**config.mk**
```make
export PLATFORM = sky130hd
export DESIGN_NAME = reg_load_arbiter
export DESIGN_NICKNAME = d
export VERILOG_FILES = /design/src/rtl/reg_arb_pkg.sv /design/src/rtl/rr_arbiter.sv /design/src/rtl/reg_load_arbiter.sv
export SDC_FILE = /design/constraint.sdc
export NUM_CORES = 1
export LEC_CHECK = 0
export ABC_AREA = 1
export CORE_ASPECT_RATIO = 0.5
export CORE_MARGIN = 2
export CORE_UTILIZATION = 41
export CTS_BUF_LIST = sky130_fd_sc_hd__clkbuf_8
export DETAILED_ROUTE_END_ITERATION = 6
export HOLD_SLACK_MARGIN = 0.03
export PLACE_DENSITY = 0.88
export SLEW_MARGIN = 20
export SYNTH_ARGS = -nofsm -noshare
export SYNTH_HDL_FRONTEND = slang
export SYNTH_SLANG_ARGS = --single-unit
export TNS_END_PERCENT = 30
```
**constraint.sdc**
```tcl
create_clock -name clk -period 4.8 [get_ports clk]
set_input_delay 1.2 -clock clk [delete_from_list [all_inputs] [get_ports clk]]
set_output_delay 1.2 -clock clk [all_outputs]
set_load 0.005 [all_outputs]
```
**src/rtl/reg_arb_pkg.sv**
```systemverilog
// ---------------------------------------------------------------------------
// reg_arb_pkg
// Shared types and constants for the Register C load arbiter.
//   arb_state_e      : arbiter FSM state encoding
//   LOCK_MAX_DEFAULT : default cap on consecutive locked grants
//   TAG_DEPTH        : depth of the (valid, id) tag pipeline; one stage for
//                      the load register plus two for Register C's output
// ---------------------------------------------------------------------------
package reg_arb_pkg;

  typedef enum logic [1:0] {
    ST_IDLE   = 2'd0,  // no grant issued last cycle
    ST_GRANT  = 2'd1,  // a single round-robin grant issued
    ST_LOCKED = 2'd2   // grant held for the lock owner
  } arb_state_e;

  localparam int LOCK_MAX_DEFAULT = 8;
  localparam int TAG_DEPTH        = 3;

endpackage

```
**src/rtl/rr_arbiter.sv**
```systemverilog
// ---------------------------------------------------------------------------
// rr_arbiter
// Combinational round-robin search: the first set bit of req at or after
// ptr (wrapping) wins.
// Ports:
//   req    [NUM_REQ]        request vector
//   ptr    [clog2(NUM_REQ)] index where the search starts
//   gnt    [NUM_REQ]        one-hot grant, zero when req == 0
//   winner [clog2(NUM_REQ)] index of the granted requester (0 when none)
//   found  1                a requester was selected
// ---------------------------------------------------------------------------
module rr_arbiter #(
  parameter int NUM_REQ = 4
) (
  input  logic [NUM_REQ-1:0]         req,
  input  logic [$clog2(NUM_REQ)-1:0] ptr,
  output logic [NUM_REQ-1:0]         gnt,
  output logic [$clog2(NUM_REQ)-1:0] winner,
  output logic                       found
);

  localparam int IDX_W = $clog2(NUM_REQ);

  always_comb begin
    logic [IDX_W-1:0] sel;
    gnt    = '0;
    winner = '0;
    found  = 1'b0;
    sel    = '0;
    for (int off = 0; off < NUM_REQ; off++) begin
      sel = IDX_W'((int'(ptr) + off) % NUM_REQ);
      if (!found && req[sel]) begin
        gnt[sel] = 1'b1;
        winner   = sel;
        found    = 1'b1;
      end
    end
  end

endmodule

```
**src/rtl/reg_load_arbiter.sv**
```systemverilog
// ---------------------------------------------------------------------------
// reg_load_arbiter
// Arbitrates NUM_REQ requesters for loads into Register C. The grant is
// combinational; the winner's data is registered onto load_c/data_in_c and a
// (valid, id) tag follows the load through a TAG_DEPTH-stage pipeline so that
// out_valid/out_id line up with Register C's data_out_c.
//
// Compile-time option:
//   REG_ARB_LOCK_EN  when defined, a requester holding req_lock keeps the
//                    grant for up to LOCK_MAX consecutive grants. When not
//                    defined, req_lock is ignored (pure round-robin).
//
// Ports:
//   clk        1                  rising-edge clock
//   reset      1                  synchronous active-high reset
//   req        NUM_REQ            per-requester load request
//   req_lock   NUM_REQ            per-requester request to keep the grant
//   req_data   NUM_REQ*DATA_WIDTH requester i at [i*DATA_WIDTH +: DATA_WIDTH]
//   gnt        NUM_REQ            one-hot grant (combinational)
//   load_c     1                  registered load strobe to Register C
//   data_in_c  DATA_WIDTH         registered load data to Register C
//   out_valid  1                  data_out_c holds a newly loaded value
//   out_id     clog2(NUM_REQ)     requester whose value is on data_out_c
// ---------------------------------------------------------------------------
module reg_load_arbiter
  import reg_arb_pkg::*;
#(
  parameter int DATA_WIDTH = 32,
  parameter int NUM_REQ    = 4,
  parameter int LOCK_MAX   = LOCK_MAX_DEFAULT
) (
  input  logic                          clk,
  input  logic                          reset,
  input  logic [NUM_REQ-1:0]            req,
  input  logic [NUM_REQ-1:0]            req_lock,
  input  logic [NUM_REQ*DATA_WIDTH-1:0] req_data,
  output logic [NUM_REQ-1:0]            gnt,
  output logic                          load_c,
  output logic [DATA_WIDTH-1:0]         data_in_c,
  output logic                          out_valid,
  output logic [$clog2(NUM_REQ)-1:0]    out_id
);

  localparam int IDX_W = $clog2(NUM_REQ);

  arb_state_e         state_reg, state_next;
  logic [IDX_W-1:0]   ptr_reg, ptr_next;

  logic [NUM_REQ-1:0] rr_gnt;
  logic [IDX_W-1:0]   rr_winner;
  logic               rr_found;

  logic               lock_hold;   // owner keeps the grant this cycle
  logic               lock_start;  // round-robin winner asks to lock
  logic [NUM_REQ-1:0] lock_gnt;
  logic [IDX_W-1:0]   lock_idx;

  logic [NUM_REQ-1:0]    gnt_sel;
  logic                  grant_vld;
  logic [IDX_W-1:0]      win_idx;
  logic [DATA_WIDTH-1:0] win_data;

  rr_arbiter #(
    .NUM_REQ (NUM_REQ)
  ) u_rr (
    .req    (req),
    .ptr    (ptr_reg),
    .gnt    (rr_gnt),
    .winner (rr_winner),
    .found  (rr_found)
  );

`ifdef REG_ARB_LOCK_EN
  localparam int CNT_W = $clog2(LOCK_MAX + 1);

  logic [IDX_W-1:0] owner_reg, owner_next;
  logic [CNT_W-1:0] lock_cnt_reg, lock_cnt_next;

  // lock_cnt_reg counts grants already given to the owner, including the
  // round-robin grant that started the lock; once it reaches LOCK_MAX the
  // owner must re-compete from ptr = owner+1.
  assign lock_hold  = (state_reg == ST_LOCKED) && req[owner_reg] &&
                      req_lock[owner_reg] && (lock_cnt_reg < CNT_W'(LOCK_MAX));
  assign lock_start = !lock_hold && rr_found && req_lock[rr_winner];
  assign lock_gnt   = NUM_REQ'(1) << owner_reg;
  assign lock_idx   = owner_reg;

  always_comb begin
    owner_next    = owner_reg;
    lock_cnt_next = lock_cnt_reg;
    if (!grant_vld) begin
      lock_cnt_next = '0;
    end else if (lock_hold) begin
      lock_cnt_next = lock_cnt_reg + 1'b1;
    end else if (lock_start) begin
      owner_next    = rr_winner;
      lock_cnt_next = CNT_W'(1);
    end else begin
      lock_cnt_next = '0;
    end
  end

  always_ff @(posedge clk) begin
    if (reset) begin
      owner_reg    <= '0;
      lock_cnt_reg <= '0;
    end else begin
      owner_reg    <= owner_next;
      lock_cnt_reg <= lock_cnt_next;
    end
  end
`else
  logic unused_lock;

  assign lock_hold   = 1'b0;
  assign lock_start  = 1'b0;
  assign lock_gnt    = '0;
  assign lock_idx    = '0;
  // Without locking the FSM state is informational only.
  assign unused_lock = ^{req_lock, state_reg};
`endif

  always_comb begin
    gnt_sel    = rr_gnt;
    win_idx    = rr_winner;
    grant_vld  = rr_found;
    state_next = state_reg;
    ptr_next   = ptr_reg;
    if (lock_hold) begin
      gnt_sel   = lock_gnt;
      win_idx   = lock_idx;
      grant_vld = 1'b1;
    end
    if (reset) begin
      gnt_sel   = '0;
      grant_vld = 1'b0;
    end
    // gnt is a subset of req, so every grant is an accepted transfer.
    if (grant_vld) begin
      ptr_next   = (win_idx == IDX_W'(NUM_REQ - 1)) ? '0 : win_idx + 1'b1;
      state_next = (lock_hold || lock_start) ? ST_LOCKED : ST_GRANT;
    end else begin
      state_next = ST_IDLE;
    end
  end

  assign gnt = gnt_sel;

  always_comb begin
    win_data = '0;
    for (int i = 0; i < NUM_REQ; i++) begin
      if (win_idx == IDX_W'(i)) begin
        win_data = req_data[i*DATA_WIDTH +: DATA_WIDTH];
      end
    end
  end

  always_ff @(posedge clk) begin
    if (reset) begin
      state_reg <= ST_IDLE;
      ptr_reg   <= '0;
      load_c    <= 1'b0;
      data_in_c <= '0;
    end else begin
      state_reg <= state_next;
      ptr_reg   <= ptr_next;
      load_c    <= grant_vld;
      if (grant_vld) begin
        data_in_c <= win_data;
      end
    end
  end

  // Tag pipeline: stage 0 sits beside load_c, the last stage lines up with
  // Register C's output. Reset flushes every stage.
  logic             tag_vld_reg [TAG_DEPTH];
  logic [IDX_W-1:0] tag_id_reg  [TAG_DEPTH];

  generate
    for (genvar gi = 0; gi < TAG_DEPTH; gi++) begin : g_tag
      logic             vld_in;
      logic [IDX_W-1:0] id_in;
      if (gi == 0) begin : g_head
        assign vld_in = grant_vld;
        assign id_in  = win_idx;
      end else begin : g_link
        assign vld_in = tag_vld_reg[gi-1];
        assign id_in  = tag_id_reg[gi-1];
      end
      always_ff @(posedge clk) begin
        if (reset) begin
          tag_vld_reg[gi] <= 1'b0;
          tag_id_reg[gi]  <= '0;
        end else begin
          tag_vld_reg[gi] <= vld_in;
          tag_id_reg[gi]  <= id_in;
        end
      end
    end
  endgenerate

  assign out_valid = tag_vld_reg[TAG_DEPTH-1];
  assign out_id    = tag_id_reg[TAG_DEPTH-1];

endmodule

```
======== Word level (Yosys, flattened, before mapping) ========
Memories as Yosys holds them, arrays and structs flattened.
Cells that the tools add are included.
storage, ports and cells
  input bits .............................. 138
  memories ................................ 2
  bits in writable memories ............... 9
  register bits after elaboration ......... 35
  output and inout bits ................... 40
memories
  memory       words  width  read ports  clocked after Yosys merged registers in  wr ports  line                     source
  tag_id_reg   3      2      3           0                                        3         reg_load_arbiter.sv:177  logic [IDX_W-1:0] tag_id_reg [TAG_DEPTH];
  tag_vld_reg  3      1      3           0                                        3         reg_load_arbiter.sv:176  logic tag_vld_reg [TAG_DEPTH];
cells by class
  magnitude comparators ................... 8
  mux-type cells .......................... 44
  eq/ne operators ......................... 3
  reduce and logical (&&, ||, !) cells .... 11
  bitwise operators ....................... 9
  add/subtract/negate cells ............... 4
operators by type and width
  kind                                                        number
  two-way mux 32 bit                                          4
  two-way mux 4 bit                                           5
  two-way mux 1 bit                                           19
  two-way mux 2 bit                                           8
  less-than comparator 2 x 3 -> 1 bit, second input constant  4
  bitwise OR 4 bit                                            3
  binary-select mux 1 bit (select 2 bit)                      4
  demux 1 bit (select 2 bit)                                  4
  >= comparator 2 x 1 -> 1 bit, second input constant         4
  logical AND 1 bit                                           7
  bitwise OR 1 bit                                            6
  adder 2 x 1 -> 2 bit, second input constant                 2
  adder 2 bit, second input constant                          2
  == test 2 bit, second input constant                        2
  zero test 1 bit                                             3
  == test 2 x 1 -> 1 bit, second input constant               1
  zero test 2 bit                                             1

======== Logic depth before layout (Yosys ltp) ========
Gate-level depths: netlist of the first run.
  word-level depth ........................ 17
  mapped depth ............................ 22

======== Cells and area by module ========
A second synthesis of the first run with hierarchy kept.
unflattened totals
  cell total of the unflattened synthesis .. 545
  area total of the unflattened synthesis .. 3560.9 um^2
by module, submodules not included
  module            instances  seq. area each (um^2)  cells an instance  area an instance (um^2)
  reg_load_arbiter  1          860.8                  471                3130.5
  rr_arbiter        1          0.0                    74                 430.4

======== Worst setup path after synthesis of the first run ========
No wires, ideal clock.
  path kind ............................... in2out
  start ................................... in req[1]
  end ..................................... out gnt[0]
  required time ........................... 3600 ps
  path slack .............................. 1594 ps
  buffers on the path ..................... 0
  data arrival time ....................... 2006 ps
  stages .................................. 9
  cell sequence ........................... nand2_1 > nand2_1 > nand2_2 > nand2_4 > a21oi_1 > nand2_1 > o21ai_0 > o21ai_0 > inv_1
on the way
  cells in the longest elaborated chain, start to end .. 13
RTL lines
  what                                     line                     source
  from (decl)                              reg_load_arbiter.sv:34   input logic [NUM_REQ-1:0] req,
  binary-select mux 1 bit (select 2 bit)   rr_arbiter.sv:32         if (!found && req[sel]) begin
  two-way mux 1 bit (implied by the code)  rr_arbiter.sv:32
  two-way mux 1 bit                        rr_arbiter.sv:32
  zero test 1 bit                          rr_arbiter.sv:32
  logical AND 1 bit                        rr_arbiter.sv:32
  two-way mux 1 bit                        rr_arbiter.sv:32
  zero test 1 bit                          rr_arbiter.sv:32
  logical AND 1 bit                        rr_arbiter.sv:32
  two-way mux 1 bit                        rr_arbiter.sv:32
  zero test 1 bit                          rr_arbiter.sv:32
  logical AND 1 bit                        rr_arbiter.sv:32
  two-way mux 4 bit (*)                    rr_arbiter.sv:32
  two-way mux 4 bit (*)                    reg_load_arbiter.sv:134  if (reset) begin
  to (decl)                                reg_load_arbiter.sv:37   output logic [NUM_REQ-1:0] gnt,
Mark *: on every way between the ends. The rest lies on a longest branch, timed or not. The select of a mux whose other input is x is not followed.

======== Worst setup path after layout of the first run ========
  start ................................... in req[3]
  end ..................................... out gnt[1]
The elaborated chain is that of the path after synthesis.

==> results.py, run 1 <==
metrics = {
    "detailed_routing": {
        "drt_wl_total_um": 9760,
        "vias": 3568,
        "routedWlPerCell_um": 13.7,
        "drt_iter0_drc": 215,
        "drt-pass1-iter-count": 4,
        "routed_via_density": 5.00,
        "drtAntennaViolNets": 0,
        "drcViolationCount": 0,
    },
    "clock_network": {
        "h-tree-depth": 2,
        "cts_root_buf": "clkbuf_8",
        "clkTransAtPathRegs_ps": 70,
        "cts_hold_buf": 0,
        "clockBufferDepth": 2,
        "numCtsBuffers": 5,
        "cts_num_sinks": 43,
        "clk_latency_ps": 300,
        "cts_resized": 0,
        "cts_tree": "done",
        "postCtsSetupBuffers": 0,
    },
    "synth": {
        "netlist_top_cells_area": "dfxtp_1, nand2_1, o21ai_0",
        "synth_largest_area_cell": "dfxtp_1",
        "synth.avg_cell_area_um2": 6.25,
        "syn_inst": 462,
        "synth_top_area_share": 0.298,
        "yosysUniqueCellTypes": 25,
        "netlist_area_mm2": 0.00289,
        "ys_warn_count": 0,
        "synthesis.nets": 612,
        "ys_ff_latch": 43,
        "synth-seq-area-share": 0.298,
    },
    "worst_setup_path": {
        "max_stage_delay_ps": 490,
        "worst-path-buf-inv": 4,
        "path_cells": "clkdlybuf4s50_1 -> inv_1 -> nand2_1 -> nand3_2 -> nand2_4 -> a21oi_1 -> nand2_1 -> o21ai_0 -> o21ai_0 -> inv_1 -> clkdlybuf4s50_1",
        "worstSetupPathType": "input pin to primary output",
        "startpoint_type": "input pin",
        "path_delay_family": "buffers and inverters",
        "crit_slowest_cell": "clkdlybuf4s50_1",
        "required_ps": 3600,
        "setup.worst_path.end_class": "primary output",
        "cp.arrival_ps": 3150,
        "path_max_fanout": 4,
    },
    "power_and_ir_drop": {
        "leakage_uw": 0.00201,
        "p_per_area_mw_per_mm2": 745,
        "ir_drop_mv": 0.373,
        "p_total_uw": 3550,
    },
    "run_status": {
        "outcome": "finished, final reports clean",
    },
    "cells_and_area": {
        "final_area_mm2": 0.00477,
        "largest_register_ffs": 32,
        "fin_cells": 713,
        "area_growth_pct": 65.2,
        "drive_above_1_share": 0.0531,
        "multi_input_area_mm2": 0.00175,
        "seqCellArea_um2": 861,
        "antenna_cells": 0,
        "num-nets-final": 771,
        "fillers": 589,
    },
    "sta": {
        "tns_ps": 0,
        "rsz0062_at_grt": "no",
        "clock.fmax_mhz": 230,
        "slew_violations": 0,
        "slew_headroom": 0.508,
        "setup_violations": 0,
        "tightest_slew_ps": 738,
        "period_share": 0.906,
        "skew_ps": 9.87,
        "timing.final.hold_violations": 0,
        "period_needed_ps": 4350,
    },
    "die": {
        "die_x_um": 123,
        "initial_core_util": 0.428,
        "dieHeight_um": 63.4,
        "core.rowCount": 21,
        "die-area_mm2": 0.00777,
        "ios": 178,
        "coreArea_mm2": 0.00675,
    },
    "hold_path": {
        "min_path_type": "flop to flop",
    },
    "placement": {
        "placed_area_mm2": 0.00467,
        "hpwl_um": 7540,
        "place_congestion": 0.857,
        "dp_cells": 706,
        "io_buffers": 173,
    },
    "global_routing": {
        "grt_pass1_vias": 3352,
        "grt_max_degree": 42,
        "antenna_found_initial": 0,
        "gr-total-overflow": 0,
        "gr-usage-all-layers": 0.253,
        "grt_pass1_wl_um": 15700,
    },
    "run": {
        "maxCapViolCount": 0,
    },
}
==> placed cells by master (no fill, tap or decap), types with 3 or more instances in the layout <==
cell | synthesis | routed
o211ai_1 | 14 | 14
nand2_1 | 148 | 148
a31oi_1 | 8 | 8
clkdlybuf4s50_1 | 0 | 173
nand2_2 | 7 | 7
dfxtp_1 | 43 | 43
inv_1 | 30 | 31
nor2_1 | 28 | 28
nand3_1 | 5 | 5
buf_4 | 0 | 8
a21oi_1 | 57 | 57
ha_1 | 12 | 12
nand3_2 | 3 | 3
clkbuf_8 | 0 | 5
o21ai_0 | 60 | 60
o21ai_1 | 4 | 4
==> power by group <==
part | switching (µW) | total (µW) | leakage [µW] | internal (µW)
logic | 1580 | 2710 | 0.00159 | 1130
clock network | 119 | 269 | 0.0000554 | 150
registers | 76.4 | 577 | 0.000357 | 500
total | 1780 | 3550 | 0.00201 | 1780
==> cell type report <==
cell class,instances,share of cell area
sequential,43,0.180
multi-input combinational,355,0.367
tap,92,0.0241
clock buffer,5,0.0144
timing repair buffer,182,0.380
clock inverter,2,0.00708
inverter,34,0.0278
==> per-stage QoR <==
step / utilization / hold slack (ps) / setup slack [ps]
6_report: 0.707 / 397 / 451
4_1_cts: 0.707 / 397 / 459
2_1_floorplan: - / 388 / 1590
3_3_place_gp: 0.692 / 392 / 487
5_1_grt: 0.707 / 418 / 272
3_5_place_dp: 0.692 / 395 / 463
==> layer usage <==
layer	global-route usage	share of wire	up-vias
met3	0.0562	0.051	30
met1	0.320	0.45	1581
met4	0.0905	0.030	0
met5	0	0	-
li1	-	-	1835
met2	0.424	0.47	122
==> cell usage after synthesis (all sizes together) <==
master  count
ha         12
nand4       3
nand3       8
inv        34
dfxtp      43
a31oi       8
a21boi      1
nor2       30
a21oi      57
o211ai     14
a22oi       2
nand2     156
buf        12
o21ai      64
clkbuf     18
==> worst reg2reg max path: stages (launching register included) <==
cell     delay [ps]
dfxtp_1         650
inv_4           140
ha_1            390
inv_1           150
nand3_2         110
nand2_2         130
nand4_1         230
nand2_1         120
nand2_1         130
inv_1           110
ha_1            520
buf_4           360
a21oi_1         100
nand2_1         120
o21ai_1          70
o21ai_0         170
nand2_1          70
a21oi_1         140
==> kinds of logic (layout without fill, tap and decap cells) <==
kind of cell / Yosys count / after routing / share of synthesized area
AO/OA/AOI/OAI: 146 / 146 / 0.271
adder cells (fa/ha/maj): 12 / 12 / 0.0520
buffers and inverters: 64 / 223 / 0.0961
flip-flops: 43 / 43 / 0.298
AND/OR/NAND/NOR: 197 / 197 / 0.283
==> final timing paths <==
kind | startpoint | end | slack (ps) | depth (start not counted)
setup / recovery | req[3] | gnt[1] | 450 | 11
hold / removal | tag_id_reg[0][0] | tag_id_reg[1][0] | 400 | 2
setup reg to reg | ptr_reg[0] | data_in_c[25] | 1040 | 17
hold reg to reg | tag_id_reg[0][0] | tag_id_reg[1][0] | 400 | 2
Power figures use the tool's default switching activity.
==> run 2: changes to the inputs <==
REMOVE_ABC_BUFFERS = 1   (was unset)
==> run 2 against run 1 <==
Net effect:
- final cell count fell by 0.14%
- worst hold slack improved by 4.6 ps
- clock skew is 3.8 ps higher
- global-route usage fell by 0.58 points
- non-clock buffer count is 1 lower
- design area is 0.42% lower
- power down 0.45%
- clock power barely moved
- count of clock-buffer cells in the layout is the same
- first-iteration DRC count decreased by 14%
==> results.py, run 2 (synthesized netlist as in run 1, its figures left out) <==
metrics = {
    "power_and_ir_drop": {
        "seq_power_share": 0.162,
        "intPower_uw": 1760,
        "power_frac_comb": 0.763,
        "clockPowerShare": 0.075,
        "leakage_uw": 0.00200,
        "p_total_uw": 3540,
        "p_per_area_mw_per_mm2": 745,
        "swShare": 0.504,
        "power_switching_uw": 1780,
        "ir_drop_mv": 0.680,
    },
    "sta": {
        "tightest_slew_ps": 770,
        "whs_ps": 402,
        "tns_ps": 0,
        "timing.final.hold_violations": 0,
        "period_share": 0.919,
        "clock.fmax_mhz": 227,
        "slew_violations": 0,
        "period_needed_ps": 4410,
        "skew_ps": 13.6,
        "slew_headroom": 0.486,
        "setup_violations": 0,
        "rsz0062_at_grt": "no",
    },
    "cells_and_area": {
        "largest_register_ffs": 32,
        "area_growth_pct": 64.5,
        "drive_above_1_share": 0.0516,
        "final_common_cell": "clkdlybuf4s50_1",
        "mostFrequentLayoutCells": "clkdlybuf4s50_1, nand2_1, o21ai_0",
        "antenna_cells": 0,
        "final_area_mm2": 0.00475,
        "num-nets-final": 770,
    },
    "die": {
        "die-area_mm2": 0.00777,
        "dieHeight_um": 63.4,
        "ios": 178,
        "coreArea_mm2": 0.00675,
        "initial_core_util": 0.428,
        "die_x_um": 123,
        "core.rowCount": 21,
    },
    "placement": {
        "placed_area_mm2": 0.00465,
        "place_congestion": 0.895,
        "hpwl_um": 7370,
        "io_buffers": 173,
    },
    "clock_network": {
        "numCtsBuffers": 5,
        "cts_root_buf": "clkbuf_8",
        "postCtsSetupBuffers": 0,
        "h-tree-depth": 2,
        "cts_num_sinks": 43,
        "clockBufferDepth": 2,
        "cts_tree": "done",
        "clkTransAtPathRegs_ps": 80,
        "cts_hold_buf": 0,
        "cts_resized": 0,
        "clk_latency_ps": 290,
    },
    "worst_setup_path": {
        "setup.worst_path.end_class": "primary output",
        "path_max_fanout": 4,
        "worstSetupPathType": "input pin to primary output",
        "r2r-end": "data_in_c[27]",
        "crit_start": "req[3]",
        "required_ps": 3600,
        "startpoint_type": "input pin",
        "ff2ff_path_depth": 15,
        "reg2reg_from": "ptr_reg[0]",
        "crit_path_end": "gnt[3]",
        "cp.arrival_ps": 3210,
        "reg2reg_slack_ps": 1130,
    },
    "detailed_routing": {
        "drt-pass1-iter-count": 4,
        "vias": 3529,
        "routed_via_density": 4.96,
        "routedWlPerCell_um": 14.0,
        "drcViolationCount": 0,
        "drt_iter0_drc": 184,
        "drtAntennaViolNets": 0,
        "drt_wl_total_um": 9940,
    },
    "global_routing": {
        "grt_pass1_vias": 3231,
        "gr-usage-all-layers": 0.247,
        "gr-total-overflow": 0,
        "antenna_found_initial": 0,
        "grt_pass1_wl_um": 15300,
        "grt_max_degree": 42,
    },
    "run_status": {
        "outcome": "finished, final reports clean",
    },
    "run": {
        "maxCapViolCount": 0,
    },
    "hold_path": {
        "min-delay-start": "tag_id_reg[1][1]",
        "min_path_type": "flop to flop",
    },
}
[run 2: cell count changes in the layout (fill, tap and decap cells not counted), sizes merged]
cell and change:
buf -1
[run 2: worst min path at each step]
stage                             to  slack, ps  depth (start not counted)
floorplan           tag_id_reg[1][0]        390                          2
global placement    tag_id_reg[1][0]        390                          2
detailed placement  tag_id_reg[1][1]        400                          2
CTS                 tag_id_reg[2][1]        400                          2
global route        tag_id_reg[1][1]        420                          2
finish              tag_id_reg[2][1]        400                          2
[run 2: power groups by stage]
stage	clock, µW	combinational, µW	sequential (µW)
after floorplan	0	1740	583
after global placement	0	2610	576
after CTS	273	2690	574
after detailed placement	0	2680	581
after global routing	288	3080	589
final	267	2700	573
[run 2: critical path, stage by stage]
cell and delay, ps:
clkdlybuf4s50_1 460, inv_1 70, nand2_1 50, nand3_2 120
nand2_4 80, a21oi_1 230, nand2_1 150, o21ai_0 190
o21ai_0 90, inv_1 80, clkdlybuf4s50_1 490
[run 2: metal layers]
| metal | GRT usage | vias to the layer above | part of all wire |
|---|---|---|---|
| li1 | - | 1830 | - |
| met1 | 0.293 | 1556 | 0.42 |
| met2 | 0.426 | 113 | 0.48 |
| met3 | 0.0589 | 30 | 0.071 |
| met4 | 0.106 | 0 | 0.035 |
| met5 | 0 | - | 0 |
[run 2: final cells by class]
cell class | count | area, µm²
multi-input combinational | 355 | 1750
sequential | 43 | 861
clock buffer | 5 | 68.8
clock inverter | 2 | 33.8
fill | 574 | 2000
tap | 92 | 115
timing repair buffer | 181 | 1790
inverter | 34 | 133
[run 2: through the flow]
stage | setup slack [ps] | std cells | util
6_report | 389 | 712 | 0.704
5_1_grt | 181 | 712 | 0.704
4_1_cts | 402 | 712 | 0.704
3_5_place_dp | 408 | 705 | 0.689
3_3_place_gp | 461 | 705 | 0.689
2_1_floorplan | 968 | 432 | -
